`src/rtl/key_pkg.sv`:
```
// Shared definitions for the key debouncer: per-channel FSM encoding,
// default timing constants and a counter-width helper.
package key_pkg;

  typedef enum logic [1:0] {
    ST_IDLE         = 2'd0,
    ST_PRESS_WAIT   = 2'd1,
    ST_HELD         = 2'd2,
    ST_RELEASE_WAIT = 2'd3
  } key_state_e;

  localparam int unsigned DEF_NUM_KEYS   = 2;
  localparam int unsigned DEF_DB_CYCLES  = 1048576;
  localparam int unsigned DEF_RPT_DELAY  = 16777216;
  localparam int unsigned DEF_RPT_PERIOD = 4194304;

  // Width able to hold 0..n-1, never narrower than one bit.
  function automatic int unsigned cnt_width(input int unsigned n);
    if (n > 1) return $clog2(n);
    return 1;
  endfunction

endpackage

```
`src/rtl/key_channel.sv`:
```
// One debounced key: 2-flop synchronizer, debounce FSM, auto-repeat counter
// and registered level/press/release outputs.
module key_channel
  import key_pkg::*;
#(
  parameter int unsigned DB_CYCLES  = DEF_DB_CYCLES,
  parameter int unsigned RPT_DELAY  = DEF_RPT_DELAY,
  parameter int unsigned RPT_PERIOD = DEF_RPT_PERIOD
) (
  input  logic clk,
  input  logic rst,
  input  logic key_raw,
  input  logic rpt_en,
  output logic key_level,
  output logic key_press,
  output logic key_release
);

  localparam int unsigned DW  = cnt_width(DB_CYCLES);
  localparam int unsigned RPW = cnt_width(RPT_DELAY);
  localparam logic [DW-1:0]  DB_LAST    = DW'(DB_CYCLES - 1);
  localparam logic [RPW-1:0] RPT_LAST   = RPW'(RPT_DELAY - 1);
  // Reloading to DELAY-PERIOD makes later repeats land PERIOD cycles apart.
  localparam logic [RPW-1:0] RPT_RELOAD = RPW'(RPT_DELAY - RPT_PERIOD);

  logic           sync_q1;
  logic           s;
  key_state_e     state_q, state_d;
  logic [DW-1:0]  db_q, db_d;
  logic [RPW-1:0] rpt_q, rpt_d;
  logic           press_d, release_d;

  always_comb begin
    state_d   = state_q;
    db_d      = db_q;
    rpt_d     = rpt_q;
    press_d   = 1'b0;
    release_d = 1'b0;
    case (state_q)
      ST_IDLE: begin
        if (s) begin
          state_d = ST_PRESS_WAIT;
          db_d    = '0;
        end
      end
      ST_PRESS_WAIT: begin
        if (!s) begin
          state_d = ST_IDLE;
          db_d    = '0;
        end else if (db_q == DB_LAST) begin
          state_d = ST_HELD;
          press_d = 1'b1;
          rpt_d   = '0;
        end else begin
          db_d = db_q + DW'(1);
        end
      end
      ST_HELD: begin
        if (!s) begin
          state_d = ST_RELEASE_WAIT;
          db_d    = '0;
        end else if (!rpt_en) begin
          rpt_d = '0;
        end else if (rpt_q == RPT_LAST) begin
          press_d = 1'b1;
          rpt_d   = RPT_RELOAD;
        end else begin
          rpt_d = rpt_q + RPW'(1);
        end
      end
      ST_RELEASE_WAIT: begin
        // Repeat counter stays frozen here; bouncing back restarts repeat timing.
        if (s) begin
          state_d = ST_HELD;
          rpt_d   = '0;
        end else if (db_q == DB_LAST) begin
          state_d   = ST_IDLE;
          release_d = 1'b1;
        end else begin
          db_d = db_q + DW'(1);
        end
      end
      default: state_d = ST_IDLE;
    endcase
  end

  always_ff @(posedge clk or negedge rst) begin
    if (!rst) begin
      sync_q1     <= 1'b0;
      s           <= 1'b0;
      state_q     <= ST_IDLE;
      db_q        <= '0;
      rpt_q       <= '0;
      key_level   <= 1'b0;
      key_press   <= 1'b0;
      key_release <= 1'b0;
    end else begin
      sync_q1     <= key_raw;
      s           <= sync_q1;
      state_q     <= state_d;
      db_q        <= db_d;
      rpt_q       <= rpt_d;
      key_level   <= (state_d == ST_HELD) || (state_d == ST_RELEASE_WAIT);
      key_press   <= press_d;
      key_release <= release_d;
    end
  end

endmodule

```
`src/rtl/key_debounce.sv`:
```
// Multi-key debouncer with per-key auto-repeat; one independent key_channel
// per input bit.
module key_debounce
  import key_pkg::*;
#(
  parameter int unsigned NUM_KEYS   = DEF_NUM_KEYS,
  parameter int unsigned DB_CYCLES  = DEF_DB_CYCLES,
  parameter int unsigned RPT_DELAY  = DEF_RPT_DELAY,
  parameter int unsigned RPT_PERIOD = DEF_RPT_PERIOD
) (
  input  logic                clk,
  input  logic                rst,
  input  logic [NUM_KEYS-1:0] key_raw,
  input  logic [NUM_KEYS-1:0] rpt_en,
  output logic [NUM_KEYS-1:0] key_level,
  output logic [NUM_KEYS-1:0] key_press,
  output logic [NUM_KEYS-1:0] key_release
);

  for (genvar g = 0; g < NUM_KEYS; g++) begin : g_ch
    key_channel #(
      .DB_CYCLES (DB_CYCLES),
      .RPT_DELAY (RPT_DELAY),
      .RPT_PERIOD(RPT_PERIOD)
    ) u_ch (
      .clk        (clk),
      .rst        (rst),
      .key_raw    (key_raw[g]),
      .rpt_en     (rpt_en[g]),
      .key_level  (key_level[g]),
      .key_press  (key_press[g]),
      .key_release(key_release[g])
    );
  end

endmodule

```
`config.mk`:
```
export PLATFORM = sky130hd
export DESIGN_NAME = key_debounce
export DESIGN_NICKNAME = d
export VERILOG_FILES = /design/src/rtl/key_pkg.sv /design/src/rtl/key_channel.sv /design/src/rtl/key_debounce.sv
export SDC_FILE = /design/constraint.sdc
export NUM_CORES = 1
export LEC_CHECK = 0
export CAP_MARGIN = 20
export CORE_AREA = 10 10 110 112
export DETAILED_ROUTE_END_ITERATION = 8
export DIE_AREA = 0 0 120 122
export PLACE_DENSITY_LB_ADDON = 0.12
export REMOVE_ABC_BUFFERS = 1
export SETUP_SLACK_MARGIN = 0.4
export SLEW_MARGIN = 20
export SYNTH_ARGS = -nofsm -noshare
export SYNTH_HDL_FRONTEND = slang
export SYNTH_SLANG_ARGS = --single-unit
```
`constraint.sdc`:
```
create_clock -name clk -period 5 [get_ports clk]
set_input_delay 1 -clock clk [delete_from_list [all_inputs] [get_ports clk]]
set_output_delay 1 -clock clk [all_outputs]
set_load 0.03 [all_outputs]
```
# Word-level counts from Yosys, hierarchy flattened
# Cells that the tools add are included.
# Widths: inputs -> output; s select.
# op_classes
add_sub_neg,4
n_eq_ne,28
n_mux,56
n_reduce_logical,10
# op_table
op,n
$mux 24,12
$mux 20,10
$pmux 20 s4,2
$pmux 24 s3,2
$add 24x1->24 const B,2
$eq 24x24->1 const B,2
$add 20x1->20 const B,2
$eq 20x20->1 const B,2
$mux 2,12
$ne 2x1->1 const B,10
$eq 2x2->1 const B,8
$pmux 2 s4,2
$mux 1,14
$reduce_and 5->1,2
$ne 2x2->1 const B,4
$reduce_and 3->1,2
$reduce_bool 3->1,2
$eq 2x1->1 const B,2
$logic_not 2->1,2
$pmux 1 s2,2
$logic_or 1x1->1,2
# totals
register_bits,102
inputBits,6
elab_cells,114

# Logic depth before layout (Yosys ltp)
# depth
word_depth,6
depth_mapped,10
ltp_nobuf,7

# Cells and area by module
# From an unflattened synthesis, not the netlist that was laid out.
# unflattened
hier_cells,643
area_unflattened_um2,5881.9
# modules_own_cells
mod,n_inst,cells_each,area_per_inst_um2,seq_area_each_um2
key_channel at g_ch[0].u_ch,1,323,2952.8,1276.2
key_channel at g_ch[1].u_ch,1,320,2929.1,1276.2

# Worst setup path after synthesis
# Ideal clock, no wire load.
# synth_path
kind,reg2reg
startpoint,register g_ch[1].u_ch.state_q[0]
endpoint,register g_ch[1].u_ch.db_q[15]
t_arrival_ns,2.077
setup_slack_ns,2.798
stages_incl_launch_ff,10
path_buffers,2
synth_period_minus_slack_ns,2.202
cell_sequence,dfrtp_1 > inv_1 > ha_1 > clkbuf_1 > nor3b_2 > or2_2 > clkbuf_1 > o21ai_0 > or3_1 > mux2_4
# synth_between
elab_chain_cells,3
word_cells_on_any_way,9
classes_between,eq/ne (6); mux (1); reduce/logical (2)
# synth_lines
item,line_no,text
start: declaration,key_channel.sv:28,"key_state_e state_q, state_d;"
start signal: assignment,key_channel.sv:100,state_q <= state_d;
$eq 2x2->1 or $logic_not 2->1 (tied branches),key_channel.sv:39,case (state_q)
$ne 2x2->1 (no source line) or $ne 2x1->1 (tied branches),--,
$reduce_and 3->1 (no source line),--,
end signal: assignment,key_channel.sv:92,db_q <= '0;
end signal: assignment,key_channel.sv:101,db_q <= db_d;
end: declaration,key_channel.sv:29,"logic [DW-1:0] db_q, db_d;"
# Parallel ways exist; a longest one is shown, timed or not.
# A chain may end at the register's enable or synchronous reset.

# Worst setup path in the final report
# layout_path
startpoint,input port rpt_en[0]
endpoint,register g_ch[0].u_ch.rpt_q[5]
# layout_between
elab_chain_cells,3
# layout_lines
item,line_no,text
start: declaration,key_debounce.sv:14,"input logic [NUM_KEYS-1:0] rpt_en,"
$mux 24,key_channel.sv:62,end else if (!rpt_en) begin
$mux 24,key_channel.sv:59,if (!s) begin
$pmux 24 s3,key_channel.sv:39,
end signal: assignment,key_channel.sv:102,rpt_q <= rpt_d;
end: declaration,key_channel.sv:30,"logic [RPW-1:0] rpt_q, rpt_d;"
# No other way between the ends. The select of a mux whose other input is x is not followed.

==> summary.md <==
| Metric | Value |
|---|---|
| Status | finished, final reports clean |
| Worst hold path type | reg -> reg |
| Fmax | 319 MHz |
| Critical Path RT | 5.27 ns |
| Clock sink count | 102 |
| Reg2reg end | g_ch[0].u_ch.rpt_q[5] |
| CTS H-tree depth | 3 |
| Hold slack | 0.361 ns |
| Largest area contributor in the netlist | dfrtp_1 |
| R2R depth | 6 |
| Sequential power share | 0.438 |
| Share of the synthesized area in the top cell type | 0.435 |
| Final worst-path cycle share | 0.627 |
| Syn Inst Count | 644 |
| Gates resized, CTS repair | 0 |
| Setup slack on the worst flop-to-flop path | 1.91 ns |
| Post-synthesis sequential area ratio | 0.435 |
| Clock-pin slew on the worst setup and hold paths | 0.09 ns |
| DRC | 0 |
| Num CTS Buffers | 9 |
| FF/Latch Area | 2550 um2 |
| Fraction of registers with async set/reset | 1.00 |
| DRT iter0 DRCs | 414 |
| DPL Wire Length | 8.43 mm |
| CP Data Arrival Time | 3.40 ns |
| Total wire length | 12.5 mm |
| Number of global-route vias before repair | 4,609 |
| Final hold vios | 0 |
| Initial cell density of the core | 0.585 |
| #FFs+latches synth | 102 |
| Routed via count | 4,916 |
| Final setup violation count | 0 |
| Setup TNS | 0 ns |
| Gpl congestion | 0.910 |
| Area contributors post-synth | dfrtp_1 (43%), nand3_1 (3.7%), nor2_1 (3.5%) |
| Vias per cell | 6.33 |
| IO Count | 12 |
| CP Launch Type | input port |
| Die Wd | 120 um |
| Core box area | 10,000 um2 |
| Worst skew pair latency | 0.38 ns |
| Clock Power Share | 0.276 |
| CP endpoint kind | register |
| Final core occ | 0.621 |
| Internal power | 1.33 mW |
| Max IR drop VDD | 0.000198 V |
| MaxCap Viol Count | 0 |
| RSZ-0062 raised after global routing | no |
| Power after layout | 2.05 mW |
| Combinational Power Share | 0.286 |
| Port Buffer Count | 11 |
| Mapped Area | 5870 um2 |
| Switch Pwr | 0.718 mW |
| Ratio of cells with drive above 1 in the final layout | 0.0671 |
| CP Class | in -> reg |
| Net Sw Frac | 0.351 |
| Worst slew margin | 0.305 |
| Initial antenna violation count | 0 |
| Final-stage net count | 654 |
| Pin count of the biggest net entering global routing | 72 |
| Die Y | 122 um |
| Final setup skew | 0.00856 ns |
| First drt pass iteration count | 5 |
| CTS tree | built |
| Synthesized area per cell | 9.12 um2 |
| Final instance area | 6240 um2 |
| GRT overflow | 0 |
| Min-delay src | g_ch[0].u_ch.sync_q1 |
| CP Max Fanout | 12 |
| Hold_buf cts | 0 |
| Clk buf depth | 2 |
| N_diodes | 0 |
| Setup Buffers After CTS | 0 |
| Synth Flop Type | dfrtp_1 |
| Power Dens Cells | 328 nW/um2 |
| Global Route Usage Sum | 0.174 |
| Final antenna-violating net count | 0 |
| Area Growth Syn to Fin | 6.28% |
| Hold Path Sink | g_ch[0].u_ch.s |
| Num rows | 37 |
| Area of the multi-input gates | 3050 um2 |
| Hold path depth | 0 |
| DIE AREA | 14,600 um2 |
| Worst r2r src | g_ch[0].u_ch.rpt_q[0] |
| Instance area at placement | 6030 um2 |
| Root Buffer | clkbuf_8 |
| Shortest clock period the worst path allows after layout | 3.13 ns |
| Final slew viol count | 0 |
| Routed WL per cell | 16.1 um |
| Worst-Margin Slew | 1.03 ns |
| Post-synth EDFFs | 0 |
| First-pass GRT wire length | 21.6 mm |
| Fillers | 846 |
| Synth Warn # | 0 |
| Lkg Pwr | 2.46 nW |
| Count of cell types in the netlist | 66 |
power groups by stage:
| stage | clock network (mW) | registers [mW] | logic [mW] |
|---|---|---|---|
| after floorplan | 0 | 0.911 | 0.404 |
| after global placement | 0 | 0.910 | 0.557 |
| after detailed placement | 0 | 0.913 | 0.580 |
| after CTS | 0.587 | 0.897 | 0.581 |
| after global routing | 0.616 | 0.903 | 0.653 |
| final | 0.566 | 0.897 | 0.585 |
critical path, cell delays in order:
cell and delay, ns:
clkdlybuf4s50_1 0.47, nand2_1 0.23, a21oi_1 0.77, nand2b_1 0.47
o311ai_0 0.45
kinds of logic (layout without fill, tap and decap cells):
family	Yosys count	after routing	synth area share
XOR/XNOR	23	23	0.0343
adder cells (fa/ha/maj)	12	12	0.0256
buffers and inverters	62	59	0.0475
flip-flops	102	102	0.435
multiplexers	3	3	0.00618
AO/OA/AOI/OAI	178	178	0.209
AND/OR/NAND/NOR	264	264	0.243
per-stage QoR:
step	worst slack [ns]	std cells
6_report	1.87	777
5_1_grt	1.52	777
4_1_cts	1.89	777
3_5_place_dp	1.52	761
3_3_place_gp	1.67	760
2_1_floorplan	1.82	608
sequential cells by signal, indices dropped and copies added (netlist names):
| signal | flops |
|---|---|
| g_ch.u_ch.s | 2 |
| g_ch.u_ch.key_press | 2 |
| g_ch.u_ch.db_q | 40 |
| g_ch.u_ch.key_release | 2 |
| g_ch.u_ch.sync_q1 | 2 |
| g_ch.u_ch.state_q | 4 |
| g_ch.u_ch.rpt_q | 48 |
| g_ch.u_ch.key_level | 2 |
layout make-up:
class / instances / share of cell area
Clock buffer: 10 / 0.0204
Sequential cell: 102 / 0.409
Timing Repair Buffer: 17 / 0.0251
Clock inverter: 6 / 0.0138
Tap cell: 136 / 0.0273
Inverter: 26 / 0.0156
Multi-Input combinational cell: 480 / 0.489
cells in the final DEF, fill, tap and decap left out, types with 12 or more instances in the layout:
cell type / count
a211oi_1: 13
or4_1: 14
a21oi_1: 35
o21ai_0: 38
xnor2_1: 19
nor2_1: 53
nand2_1: 51
nand3_1: 43
ha_1: 12
nor3_1: 17
o31ai_1: 12
nand4_1: 18
inv_1: 26
dfrtp_1: 102
and3_1: 12
metal layers:
layer,routed length (um),global-route usage
met1,5690,0.226
met2,6010,0.286
met3,638,0.0463
met4,164,0.0445
met5,0,0
cells in the mapped netlist, types with 3 or more instances:
| library cell | number |
|---|---|
| nor2_1 | 54 |
| a21o_1 | 7 |
| or2_2 | 4 |
| dfrtp_1 | 102 |
| nand2_1 | 51 |
| o31ai_1 | 12 |
| a41oi_1 | 4 |
| nand2b_1 | 4 |
| buf_2 | 8 |
| ha_1 | 12 |
| a2111oi_0 | 5 |
| nor3_1 | 17 |
| nand3_1 | 43 |
| nand4_1 | 18 |
| xnor2_1 | 19 |
| or4_1 | 14 |
| and2_1 | 7 |
| xor2_1 | 4 |
| a2bb2oi_1 | 4 |
| a211oi_1 | 13 |
| nor4_2 | 3 |
| o211ai_1 | 7 |
| clkbuf_1 | 16 |
| o311ai_0 | 3 |
| nor4_1 | 8 |
| a22o_1 | 10 |
| buf_4 | 9 |
| and3_1 | 12 |
| o21ai_0 | 38 |
| a21oi_1 | 35 |
| inv_1 | 26 |
| a221oi_1 | 3 |
| and4_1 | 10 |
| nor2b_1 | 4 |
| o21bai_1 | 3 |
| o22ai_1 | 6 |
| or3_1 | 4 |
| o41ai_1 | 3 |
| a31oi_1 | 6 |
how the worst max path moves through the flow:
| stage | start | endpoint | slack (ns) | cells past startpoint |
|---|---|---|---|---|
| finish | rpt_en[0] | g_ch[0].u_ch.rpt_q[5] | 1.87 | 5 |
| CTS | rpt_en[0] | g_ch[0].u_ch.rpt_q[5] | 1.89 | 5 |
| global placement | rpt_en[0] | g_ch[0].u_ch.rpt_q[5] | 1.67 | 5 |
| detailed placement | rpt_en[0] | g_ch[0].u_ch.rpt_q[5] | 1.52 | 5 |
| floorplan | g_ch[0].u_ch.db_q[0] | g_ch[0].u_ch.rpt_q[4] | 1.82 | 6 |
| global route | g_ch[0].u_ch.rpt_q[0] | g_ch[0].u_ch.rpt_q[5] | 1.52 | 6 |
No activity file was read; power rests on OpenSTA's default activity.
